**src/rtl/car_status_ctrl.sv**
```systemverilog
// Driver-input front end: sync + debounce of buttons/brake, turn/hazard FSM, registered car_status.
// Optional LEFT/RIGHT auto-cancel timer is built when CAR_STATUS_AUTO_CANCEL_EN is defined.

module car_status_debounce #(
  parameter int DEBOUNCE_CYCLES = 20000
) (
  input  logic clk,
  input  logic rst,
  input  logic i_raw,
  output logic o_deb
);
  localparam int CW = $clog2(DEBOUNCE_CYCLES);
  localparam logic [CW-1:0] CNT_MAX = CW'(DEBOUNCE_CYCLES - 1);

  logic          r_s1, r_s2, r_deb;
  logic [CW-1:0] r_cnt;

  always_ff @(posedge clk or posedge rst) begin
    if (rst) begin
      r_s1  <= 1'b0;
      r_s2  <= 1'b0;
      r_deb <= 1'b0;
      r_cnt <= '0;
    end else begin
      r_s1 <= i_raw;
      r_s2 <= r_s1;
      if (r_s2 == r_deb) begin
        r_cnt <= '0;
      end else if (r_cnt == CNT_MAX) begin
        r_deb <= r_s2;
        r_cnt <= '0;
      end else begin
        r_cnt <= r_cnt + 1'b1;
      end
    end
  end

  assign o_deb = r_deb;
endmodule

module car_status_ctrl #(
  parameter int DEBOUNCE_CYCLES = 20000,
  parameter int AUTO_OFF_CYCLES = 50000000
) (
  input  logic       clk,
  input  logic       rst,
  input  logic       btn_left,
  input  logic       btn_right,
  input  logic       btn_hazard,
  input  logic       sw_brake,
  output logic [3:0] car_status,
  output logic       status_chg
);
  typedef enum logic [1:0] {IDLE, LEFT, RIGHT, HAZARD} state_t;

  if (DEBOUNCE_CYCLES < 2) begin : g_chk_db
    $error("DEBOUNCE_CYCLES must be at least 2");
  end
  if (AUTO_OFF_CYCLES < 2) begin : g_chk_ao
    $error("AUTO_OFF_CYCLES must be at least 2");
  end

  // Input order: [0] left, [1] right, [2] hazard, [3] brake
  logic [3:0] w_raw, w_deb;
  assign w_raw = {sw_brake, btn_hazard, btn_right, btn_left};

  for (genvar gi = 0; gi < 4; gi++) begin : g_in
    car_status_debounce #(.DEBOUNCE_CYCLES(DEBOUNCE_CYCLES)) u_db (
      .clk   (clk),
      .rst   (rst),
      .i_raw (w_raw[gi]),
      .o_deb (w_deb[gi])
    );
  end

  logic [2:0] r_deb_d, w_press;
  logic       r_brake_d;
  state_t     r_state, r_saved, w_next;
  logic       w_save;
  logic [3:0] r_status, w_status;
  logic       r_chg;

  assign w_press = w_deb[2:0] & ~r_deb_d;

`ifdef CAR_STATUS_AUTO_CANCEL_EN
  localparam int TW = $clog2(AUTO_OFF_CYCLES);
  localparam logic [TW-1:0] TMR_MAX = TW'(AUTO_OFF_CYCLES - 1);
  logic [TW-1:0] r_timer;
  logic          w_expired;
  assign w_expired = (r_state == LEFT || r_state == RIGHT) && (r_timer == TMR_MAX);

  always_ff @(posedge clk or posedge rst) begin
    if (rst)
      r_timer <= '0;
    else if (w_next != r_state || !(r_state == LEFT || r_state == RIGHT))
      r_timer <= '0;
    else
      r_timer <= r_timer + 1'b1;
  end
`endif

  always_ff @(posedge clk or posedge rst) begin
    if (rst) begin
      r_deb_d   <= '0;
      r_brake_d <= 1'b0;
      r_state   <= IDLE;
      r_saved   <= IDLE;
    end else begin
      r_deb_d   <= w_deb[2:0];
      // Brake waits one extra cycle so it lines up with the FSM-path latency
      r_brake_d <= w_deb[3];
      r_state   <= w_next;
      if (w_save) r_saved <= r_state;
    end
  end

  always_comb begin
    w_next = r_state;
    w_save = 1'b0;
    if (w_press[2]) begin
      if (r_state == HAZARD) begin
        w_next = r_saved;
      end else begin
        w_next = HAZARD;
        w_save = 1'b1;
      end
    end else if (r_state != HAZARD && !(w_press[0] && w_press[1])) begin
      case (r_state)
        IDLE:  if (w_press[0]) w_next = LEFT;  else if (w_press[1]) w_next = RIGHT;
        LEFT:  if (w_press[0]) w_next = IDLE;  else if (w_press[1]) w_next = RIGHT;
        RIGHT: if (w_press[1]) w_next = IDLE;  else if (w_press[0]) w_next = LEFT;
        default: w_next = r_state;
      endcase
    end
`ifdef CAR_STATUS_AUTO_CANCEL_EN
    // Any press-driven transition wins over expiry
    if (w_next == r_state && w_expired) w_next = IDLE;
`endif
  end

  assign w_status = {r_brake_d, r_state == HAZARD, r_state == RIGHT, r_state == LEFT};

  always_ff @(posedge clk or posedge rst) begin
    if (rst) begin
      r_status <= 4'b0000;
      r_chg    <= 1'b0;
    end else begin
      r_status <= w_status;
      r_chg    <= (w_status != r_status);
    end
  end

  assign car_status = r_status;
  assign status_chg = r_chg;
endmodule
```
**config.mk**
```make
export PLATFORM = sky130hd
export DESIGN_NAME = car_status_ctrl
export DESIGN_NICKNAME = d
export VERILOG_FILES = /design/src/rtl/car_status_ctrl.sv
export SDC_FILE = /design/constraint.sdc
export NUM_CORES = 1
export LEC_CHECK = 0
export CELL_PAD_IN_SITES_DETAIL_PLACEMENT = 0
export CELL_PAD_IN_SITES_GLOBAL_PLACEMENT = 2
export CORE_ASPECT_RATIO = 0.6
export CORE_UTILIZATION = 40
export DETAILED_ROUTE_END_ITERATION = 8
export PLACE_DENSITY_LB_ADDON = 0.08
export SETUP_SLACK_MARGIN = 0.02
export SLEW_MARGIN = 15
export SYNTH_ARGS = -nofsm -noshare
export SYNTH_HDL_FRONTEND = slang
export SYNTH_SLANG_ARGS = --single-unit
```
**constraint.sdc**
```tcl
create_clock -name clk -period 4 [get_ports clk]
set_clock_uncertainty 0.1 [all_clocks]
set_input_delay 0.4 -clock clk [delete_from_list [all_inputs] [get_ports clk]]
set_output_delay 0.4 -clock clk [all_outputs]
set_load 0.03 [all_outputs]
```
Yosys cells after proc, flatten, opt, wreduce, memory -nomap -nowiden

Index checks and enable logic that the tools add are counted.

Add/subtract/negate cells: 4
Equality and inequality tests: 14
Multiplexer cells: 19
Bitwise logic cells: 6
Reductions and logical operators: 11

Operator list:

| operator              | number |
|---|---|
| $mux 15               | 8 |
| $add 15x1->15 const B | 4 |
| $eq 15x15->1 const B  | 4 |
| $mux 2                | 8 |
| $reduce_and 2->1      | 4 |
| $pmux 2 s3            | 1 |
| $eq 1x1->1            | 4 |
| $eq 2x2->1 const B    | 2 |
| $ne 4x4->1            | 1 |
| $ne 4x4->1 const B    | 1 |
| $not 1->1             | 4 |
| $reduce_bool 4->1     | 1 |
| $and 3x3->3           | 1 |
| $not 3->3             | 1 |
| $reduce_and 3->1      | 1 |
| $eq 2x1->1 const B    | 1 |
| $logic_and 1x1->1     | 2 |
| $logic_not 2->1       | 1 |
| $mux 1                | 2 |
| $ne 2x2->1 const B    | 1 |
| $reduce_bool 2->1     | 1 |
| $logic_not 1->1       | 1 |

Register bits after elaboration: 85
Input port bits: 6
Output and inout bits: 5

Longest topological paths before layout

Gate-level depths: netlist of run 1.

Depth after elaboration: 7
Mapped depth: 7
Mapped depth without buffers: 6

By module

A second synthesis of run 1 with hierarchy kept.

Cells, all modules: 382
Area, all modules: 3,971.3 sq um

Modules (own cells, without submodules):

| module              | instances | cells an instance | area an instance (sq um) |
|---|---|---|---|
| car_status_debounce | 4         | 82                | 840.8 |
| car_status_ctrl     | 1         | 54                | 608.1 |

Worst setup path after synthesis of run 1

Ideal clock, no wire load.

Kind: register to register
Start: register g_in[0].u_db.r_cnt[7]
End: register g_in[0].u_db.r_deb
Setup time: 0.125 ns
Data arrival time: 1.623 ns
Data required time: 3.775 ns
Slack: 2.152 ns
Cell stages (with the launch flop): 4
Period minus slack after synthesis: 1.848 ns
Cells stage by stage: dfrtp_1 or4b_1 or4_4 mux2_4

Word-level cells in the longest chain between the ends: 2

Ends and longest elaborated chain:

| element                    | RTL line | source |
|---|---|---|
| start: declaration         | 16       | `logic [CW-1:0] r_cnt;` |
| start signal: assignment   | 33       | `r_cnt <= r_cnt + 1'b1;` |
| $eq 15x15->1               | 29       | `end else if (r_cnt == CNT_MAX) begin` |
| $reduce_and 2->1 (no line) | --       |  |
| end signal: assignment     | 30       | `r_deb <= r_s2;` |
| end: declaration           | 15       | `logic r_s1, r_s2, r_deb;` |

Every way passes these cells.
A chain may end at the register's enable or synchronous reset.

Worst setup path after layout of run 1

Start: register g_in[0].u_db.r_cnt[7]
End: register g_in[0].u_db.r_cnt[8]

Word-level cells in the longest chain between the ends: 3

Ends and longest elaborated chain:

| element                                              | RTL line | source |
|---|---|---|
| $add 15x1->15 / $eq 15x15->1 (equally long branches) | 33, 29   |  |
| $mux 15 *                                            | 29       |  |
| $mux 15 *                                            | 27       | `if (r_s2 == r_deb) begin` |

Every way passes the cells marked *; elsewhere a longest branch is shown, timed or not.

==> results of run 1 <==
## cells in the final DEF, fill, tap and decap left out, types with 2 or more instances in the layout
master           Yosys  final
dfrtp_1             85     85
mux2_2               3      3
nand2b_2             2      2
or3_1                7      7
clkdlybuf4s50_1      0     10
and4_1               6      6
or4b_1               2      2
or4_4                2      2
clkbuf_16            0      9
clkbuf_8             0      2
ha_1                 8      8
buf_4                0      2
nor4_1              10     10
clkinv_2             0      2
xor2_1              21     21
nand3_1             19     19
nor3_1              12     12
xnor2_1             35     35
nand4_1             23     23
and3_1               5      5
nand2b_1             5      5
nor2_1              59     59
and2_1               3      3
a21oi_1              6      6
nor2b_1              2      2
o21ai_0              5      5
nand2_1             16     16
mux2_4               2      2
inv_1               13     12
a31oi_1              2      2
## power by group through the flow
stage | Clock (W) | Sequential, W | Combinational, W
2_1_floorplan | 0 | 0.000897 | 0.0000444
3_3_place_gp | 0 | 0.000902 | 0.0000593
3_5_place_dp | 0 | 0.000902 | 0.0000593
4_1_cts | 0.000839 | 0.000886 | 0.0000595
5_1_grt | 0.000867 | 0.000888 | 0.0000662
6_report | 0.000811 | 0.000886 | 0.0000568
## layer usage
metal	wire length (um)	part of all wire, %	global-route usage, %	up-vias
met5	0	0	0	-
met3	241	3.4	4.45	11
met1	4170	59	25.2	1181
met4	88	1.3	6.16	0
li1	-	-	-	1314
met2	2530	36	19.7	32
## per-stage QoR
| stage | worst slack (ns) | total power [W] | hold slack [ns] |
|---|---|---|---|
| 6_report | 2.03 | 0.00175 | 0.247 |
| 2_1_floorplan | 1.31 | 0.000942 | 0.231 |
| 5_1_grt | 1.91 | 0.00182 | 0.264 |
| 3_5_place_dp | 2.00 | 0.000961 | 0.238 |
| 4_1_cts | 2.00 | 0.00178 | 0.252 |
| 3_3_place_gp | 2.03 | 0.000961 | 0.239 |
## flip-flops by register name, summed over array words and instances (netlist names)
signal	cells
r_state	2
r_brake_d	1
g_in.u_db.o_deb	4
r_saved	2
car_status	4
status_chg	1
g_in.u_db.r_s2	4
g_in.u_db.r_s1	4
g_in.u_db.r_cnt	60
r_deb_d	3
## worst max-delay path by stage
stage / cells past startpoint / slack, ns / start / endpoint
global route: 5 / 1.91 / g_in[2].u_db.r_cnt[0] / g_in[2].u_db.r_cnt[12]
CTS: 4 / 2.00 / g_in[0].u_db.r_cnt[7] / g_in[0].u_db.r_cnt[8]
finish: 4 / 2.03 / g_in[0].u_db.r_cnt[7] / g_in[0].u_db.r_cnt[8]
global placement: 4 / 2.03 / g_in[3].u_db.r_cnt[13] / g_in[3].u_db.r_cnt[3]
floorplan: 1 / 1.31 / rst / car_status[0]
detailed placement: 4 / 2.00 / g_in[0].u_db.r_cnt[7] / g_in[0].u_db.r_cnt[8]
## critical path, cell delays in order, from the launching register on
cell and delay, ns:
dfrtp_1 0.43, or4b_1 0.51, or4_4 0.45, nand2b_2 0.26, nor2_1 0.09
## area by class of cell
type                       count  area, sq um  area share, %
inverter                      13         50.0           1.13
clock buffer                  11          253           5.69
multi-input combinational    265         1700           38.2
sequential                    85         2130           47.9
clock inverter                 2         35.0          0.789
timing repair buffer          12          115           2.59
tap                          130          163           3.66
## Yosys cell counts (2+ instances only)
| cell type | number | area [sq um] |
|---|---|---|
| dfrtp_1 | 85 | 2130 |
| nor2_1 | 59 | 221 |
| xnor2_1 | 35 | 307 |
| nand4_1 | 23 | 144 |
| xor2_1 | 21 | 184 |
| nand3_1 | 19 | 95.1 |
| nand2_1 | 16 | 60.1 |
| inv_1 | 13 | 48.8 |
| nor3_1 | 12 | 60.1 |
| nor4_1 | 10 | 62.6 |
| ha_1 | 8 | 100 |
| or3_1 | 7 | 43.8 |
| a21oi_1 | 6 | 30.0 |
| and4_1 | 6 | 52.6 |
| clkbuf_1 | 6 | 22.5 |
| and3_1 | 5 | 31.3 |
| nand2b_1 | 5 | 31.3 |
| o21ai_0 | 5 | 25.0 |
| and2_1 | 3 | 18.8 |
| mux2_2 | 3 | 33.8 |
| a31oi_1 | 2 | 12.5 |
| buf_6 | 2 | 22.5 |
| mux2_4 | 2 | 30.0 |
| nand2b_2 | 2 | 17.5 |
| nor2b_1 | 2 | 12.5 |
| or4_4 | 2 | 22.5 |
| or4b_1 | 2 | 20.0 |
## cells by family after synthesis
| kind of cell | after synthesis |
|---|---|
| multiplexers | 5 |
| adder cells (fa/ha/maj) | 8 |
| buffers and inverters | 22 |
| AO/OA/AOI/OAI | 19 |
| AND/OR/NAND/NOR | 177 |
| flip-flops | 85 |
| XOR/XNOR | 56 |
==> metrics, run 1 <==
outcome finished clean; combinational share of power 3.2%; R2R Setup Slk 2.03 ns; RePlAce Congestion 0.775; measured slew at the worst slew-check pin 0.781 ns; clock share of power 46.2%; remaining antenna violation count 0; Synth Area in Compound Gates 3.00%; Root Driver clkbuf_16; min-delay worst type reg -> reg; I/O pin count 11; Reg-to-Reg Start g_in[0].u_db.r_cnt[7]; CTS Hold Bufs 0; wire per inst 13.6 um; area growth from synthesis to layout 13.2%; required time of the worst setup path 4.10 ns; Util after Layout 47.5%; Die Ht 78.7 um; Max Freq 508 MHz; Final Max Slew Viols 0; Worst Path Max Fanout 14; postcts setup bufs 0; Filler cells 887; Synth warnings 0; Peak supply drop 0.229 mV; Site Rows 27; IO buf count 10; Cells after Synth 372; Synth Net Count 386; P_sw 0.000357 W; reg2reg path depth 4; Finished Cell Area 4440 sq um; Sw Ratio 20.3%; Post-synth EDFFs 0; xor and xnor fraction of the mapped netlist area 12.5%; Max Cap Violations 0; core region area 9360 sq um; min-delay src g_in[3].u_db.r_s1; register area share after synthesis 54.2%; largest family of logic cells by synthesized area simple AND/OR/NAND/NOR gates; synthesized flop and latch total 85; cts repair resizes 0; fin crit period 1.97 ns; initial antenna violation count 0; Clock Path Buffers 2; DR pass1 iterations 4; placed instance area 4150 sq um; CTS Buf Count 9; Relative slew margins 47.9%; first-pass GRT wire length 12400 um; final hold viol count 0; via count 2538; post-synthesis mux area share 1.63%; number of H-tree levels 3; worst path arrival time 2.08 ns; Hold Crit Endpoint g_in[3].u_db.r_s2; nets 400; Leak Pwr 1.86 nW; DR iter-0 viols 120; GRT Util Overall 15.9%; Critical Path Source Type flip-flop; Seq pwr share 50.5%; Pint 0.00140 W; Residual DRC 0; total negative slack 0 ns; die area 10200 sq um; Antenna diodes 0; Yosys cell types 38; TritonCTS clock tree done; Adder-Cell Fraction of Synth Area 2.55%; DP HPWL 4860 um; vias in the first global route 2496; Period Utilization, post-route 49.3%; Die Width 130 um; FFs w/ async S/R, synth 100%; Synth Cell Area 3920 sq um; share of cells above drive strength 1 6.70%; Final Non-Filler Cells 518; Final Setup Violations 0; critical path endpoint category flip-flop; RSZ-0062 raised after global routing false; clk_lat worst skew 0.33 ns; via/cell ratio 4.90; syn avg cell area 10.5 sq um; hold path cells 0; CTS sink cnt 85; Inst Count DP 505; r2r endpoint g_in[0].u_db.r_cnt[8]; final WL 7030 um; Initial Util 41.9%; largest net degree at the start of global routing 48; total congestion overflow 0; Post-Synth Simple-Gate Area 23.6%; clock slew at reported path FFs 0.06 ns; crit path kind reg -> reg; P per Cell Area 395 nW/um^2; ys flop type dfrtp_1
(Power assumes the default switching activity.)
==> inputs of run 2 (changes only) <==
Settings changed: CORE_UTILIZATION 40 to 37.
Clock period 4 ns to 1.6 ns, I/O delays scaled along.
==> metrics, run 2 (same netlist as run 1, synthesis figures left out) <==
Critical Path Source Type flip-flop; Finished Cell Area 5360 sq um; Site Rows 28; Clock Path Buffers 2; Reg-to-Reg Start g_in[0].u_db.r_cnt[12]; max incr delay on CP 0.53 ns; RePlAce Congestion 0.764; Max Cap Violations 0; die area 11000 sq um; core region area 10100 sq um; via/cell ratio 4.78; measured slew at the worst slew-check pin 0.454 ns; final hold viol count 0; TritonCTS clock tree done; total congestion overflow 0; failing checks setup timing; Worst Path Max Fanout 3; Hold Crit Endpoint g_in[3].u_db.r_s1; outcome finished, violations left; remaining antenna violation count 0; wire per inst 13.7 um; Die Width 135 um; max reg flops 60; crit path kind reg -> reg; CTS Hold Bufs 0; GRT Util Overall 16.4%; Peak supply drop 0.535 mV; Root Driver clkbuf_16; fin crit period 1.92 ns; Relative slew margins 69.7%; Initial Util 38.9%; P per Cell Area 864 nW/um^2; Place WS -0.336 ns; required time of the worst setup path 1.72 ns; RSZ-0062 raised after global routing true; I/O pin count 11; most frequent cells in the layout dfrtp_1 (82), buf_4 (70), xnor2_1 (35); R2R Setup Slk -0.32 ns; via count 2889; Power Total 0.00463 W; largest net degree at the start of global routing 86; Slowest cell on crit path or4b_1; fin worst setup slack -0.323 ns; Period Utilization, post-route 120%; final WL 8260 um; critical-path cell list or4b_1 -> or4_4 -> mux2_4; min-delay worst type in -> reg; DR pass1 iterations 4; multi-input logic area 1920 sq um; worst path arrival time 2.05 ns; Sequential Area 2130 sq um; most common cell after layout, fill and taps aside dfrtp_1; placed instance area 4660 sq um; largest register by flop count g_in.u_db.r_cnt; IO buf count 10; vias in the first global route 2766; Hold Slack 0.160 ns; Final Setup Violations 41; Max Freq 520 MHz; initial antenna violation count 0; Antenna diodes 0; Die Ht 81.8 um; CTS sink cnt 85; area growth from synthesis to layout 36.7%; Final Max Slew Viols 0; Residual DRC 0; reg2reg path depth 3; number of H-tree levels 3; DR iter-0 viols 98; Leak Pwr 2.34 nW; share of cells above drive strength 1 32.4%; nets 478; CTS Buf Count 9; first-pass GRT wire length 13700 um; clk_lat worst skew 0.34 ns; Critical path buffers and inverters 0; min-delay src sw_brake; CP top delay family simple AND/OR/NAND/NOR gates; critical path endpoint category flip-flop; DP HPWL 5380 um; Filler cells 908; hold path cells 1; clock slew at reported path FFs 0.06 ns; r2r endpoint g_in[0].u_db.o_deb
-- run 2: cell count changes in the layout (fill, tap and decap cells not counted), moves of 4 or more --
cell | previous run | this run
buf_12 | 0 | 4
buf_4 | 2 | 70
buf_6 | 0 | 4
clkdlybuf4s50_1 | 10 | 5
dlygate4sd2_1 | 0 | 5
ha_1 | 8 | 4
nor2_1 | 59 | 34
nor2_2 | 0 | 16
nor2_4 | 0 | 9
-- run 2: area by class of cell --
| type | instances | area share (%) |
|---|---|---|
| clock inverters | 3 | 0.794 |
| clock buffers | 13 | 5.04 |
| inverters | 13 | 0.980 |
| flip-flops and latches | 85 | 39.8 |
| well taps | 135 | 3.15 |
| multi-input cells | 266 | 35.9 |
| repair buffers | 89 | 14.4 |
-- run 2: where the power goes --
part / leakage [nW] / switching [W] / internal (W) / total (W)
Sequential: 1.15 / 0.0000268 / 0.00218 / 0.00221
Clock: 0.152 / 0.000819 / 0.00133 / 0.00215
Combinational: 1.04 / 0.000141 / 0.000123 / 0.000264
-- run 2: timing repair --
| action | CTS | global route |
|---|---|---|
| setup endpoints to repair | 59 | 61 |
| pin swaps | 3 | 19 |
| setup buffers | 9 | 9 |
| resized for setup | 15 | 52 |
| cloned | 1 | 1 |
-- run 2: layer usage --
layer / GRT usage (%) / part of all wire (%) / up-vias
li1: - / - / 1477
met1: 24.5 / 57 / 1376
met2: 22.0 / 39 / 32
met3: 4.63 / 3.2 / 4
met4: 6.07 / 0.56 / 0
met5: 0 / 0 / -
-- run 2: worst register-to-register path, stage by stage, from the launching register on --
cell	delay, ns
dfrtp_1	0.37
or4b_1	0.53
or4_4	0.49
mux2_4	0.31
-- run 2: how the worst max path moves through the flow --
stage / from / endpoint / slack (ns) / cells after the start
6_report: g_in[0].u_db.r_cnt[12] / g_in[0].u_db.o_deb / -0.32 / 3
2_1_floorplan: g_in[0].u_db.r_cnt[7] / g_in[0].u_db.o_deb / -0.25 / 3
3_3_place_gp: g_in[0].u_db.r_cnt[12] / g_in[0].u_db.r_cnt[14] / -0.28 / 4
4_1_cts: g_in[3].u_db.r_cnt[13] / g_in[3].u_db.o_deb / -0.30 / 3
5_1_grt: g_in[3].u_db.r_cnt[13] / g_in[3].u_db.r_cnt[13] / -0.36 / 5
3_5_place_dp: g_in[0].u_db.r_cnt[12] / g_in[0].u_db.r_cnt[5] / -0.34 / 4
-- run 2: per-stage QoR --
step	setup TNS [ns]	std cells	util [%]
2_1_floorplan	-5.88	372	-
3_3_place_gp	-8.02	568	46.2
3_5_place_dp	-9.17	568	46.2
4_1_cts	-8.09	594	50.6
5_1_grt	-10.99	604	53.1
6_report	-8.39	604	53.1
==> RTL edit: new RTL, flow settings as in run 2 <==
Add a define of `CAR_STATUS_AUTO_CANCEL_EN`.
--- a/src/rtl/car_status_ctrl.sv
+++ b/src/rtl/car_status_ctrl.sv
@@ -1,5 +1,7 @@
 // Driver-input front end: sync + debounce of buttons/brake, turn/hazard FSM, registered car_status.
 // Optional LEFT/RIGHT auto-cancel timer is built when CAR_STATUS_AUTO_CANCEL_EN is defined.
+
+`define CAR_STATUS_AUTO_CANCEL_EN
 
 module car_status_debounce #(
   parameter int DEBOUNCE_CYCLES = 20000
Behaviour: no difference found for any inputs over 10 cycles, from zero or initial values and one cycle with rst high; that may be too few to reach the edited logic, so the function may still have changed.
==> RTL edit against run 2 <==
  * The run still ends with setup timing left
  * Worst setup slack got worse by 190 ps
  * Sequential share of layout area fell by 3.6 points
  * Wire length rose by 55%
  * Fmax fell by 9.0%
  * Global-route usage rose by 2.4 points
  * Synthesized area rose by 33%
  * Sequential cell count rose by 26
  * Power rose by 16%
  * Final area rose by 44%
  * Via count rose by 42%
  * Critical path type unchanged
  * Largest cell class is now multi-input gates
==> RTL edit: results (changes against run 2) <==
* Final worst setup slack: -513 ps (-191 ps)
- The synthesized-area fraction occupied by ao, oa, aoi and oai cells is 0.0292 (-0.000734).
- For this design, the slowest cell found on the critical path is sky130_fd_sc_hd__dfrtp_2.
- Cells after DPL: 804 (+42%)
* Max stage delay on crit path: 430 ps (-100 ps)
* Summed negative setup slack over all endpoints: -14170 ps (-5780 ps)
* Ratio of cells with drive above 1 in the final layout: 0.394 (+0.0695)
* Hold Crit Class: input port to asynchronous set/reset pin
* GR Util met1: 0.266 (+0.0208)
- Fraction of power spent switching nets: 0.244 (+0.0305)
* Total cell area at the placement stage: 0.00657 mm2 (+41%)
* First-pass GRT wire length: 21000 um (+54%)
- Setup slack at placement: -553 ps (-217 ps)
* Outcome: finished with violations
- Biggest fanout along the worst timing path: 16 (+13)
- Multiplexer fraction of the synthesized cell area: 0.0129 (-0.00332)
- The worst path arrival time is 2250 ps (+200 ps).
* Total setup violations reported at the end of the flow: 42 (+2.4%)
- Leakage power: 3.21 nW (+37%)
* Count of cells along the worst register-to-register path: 10 (+7)
* Sequential fraction of the synthesis area: 0.532 (-0.0100)
- Final wirelength: 12800 um (+55%)
- The net total in the final layout is 668 (+40%).
* Synthesized netlist cell count: 506 (+36%)
- The count of buffers added by post-CTS timing repair for setup was 19 (+10).
- The met3 usage in global routing was 0.0434 (-0.00294).
- The clock slew at the register clock pins of the worst setup and hold paths came to 90 ps (+30 ps).
* Global routing usage summed across all routing layers: 0.187 (+0.0239)
- Pin count of the biggest net entering global routing: 25 (-71%)
- Number of global-route vias before repair: 4214 (+52%)
- Delay-heaviest family, CP: buffers and inverters
- The final cell count without fillers came to 850 (+41%).
* Post-detailed-route via-to-cell ratio: 4.83 (+1.0%)
- Met1 wire length: 6610 um (+41%)
- Met2 demand-to-capacity share in global routing: 0.281 (+0.0611)
- The later-pin clock latency in the skew report is 360 ps (+20 ps).
- The first-iteration detailed-routing DRC count is 124 (+27%).
- Violated checks: setup timing
* Post-Synthesis Net Count: 521 (+35%)
[RTL edit: cell count changes after synthesis, sizes merged, moves of 5 or more]
cell and delta:
xor2 +19, nand3 +5, nor3 +19, xnor2 +9, nor2 +23, nand2 +11, dfrtp +26, or3 -7
nor4b +5, nor4 +12, inv +5
[RTL edit: final cells by class]
type / instances / area [um2]
multi-input combinational: 367 / 2940
clock inverter: 7 / 63.8
clock buffer: 9 / 225
inverter: 18 / 81.3
tap: 192 / 240
timing repair buffer: 146 / 1370
sequential: 111 / 2780
fill: 1213 / 6000
[RTL edit: kinds of logic after synthesis]
kind of cell	Yosys count
DFF	111
AOI/OAI and AO/OA	21
xor gates and xnor gates	84
buffers and inverters	29
muxes	6
and+or+nand+nor	246
adders and majority gates	9
[RTL edit: path summary, 6_finish.rpt]
| kind | startpoint | to | slack (ps) |
|---|---|---|---|
| worst max-delay path | r_state[0] | r_timer[7] | -510 |
| worst min-delay path | rst | g_in[3].u_db.r_cnt[1] | 60 |
| worst max register to register | r_state[0] | r_timer[7] | -510 |
| worst min register to register | g_in[1].u_db.r_s1 | g_in[1].u_db.r_s2 | 250 |
| max in group asynchronous | rst | g_in[0].u_db.r_cnt[0] | 840 |
| min in group clk | sw_brake | g_in[3].u_db.r_s1 | 130 |
[RTL edit: power by group through the flow]
| stage | clock (mW) | combinational (mW) | sequential (mW) |
|---|---|---|---|
| 4_1_cts | 2.30 | 0.240 | 2.86 |
| 6_report | 2.23 | 0.261 | 2.87 |
| 3_3_place_gp | 0 | 0.222 | 2.92 |
| 3_5_place_dp | 0 | 0.228 | 2.92 |
| 5_1_grt | 2.40 | 0.295 | 2.88 |
| 2_1_floorplan | 0 | 0.114 | 2.92 |
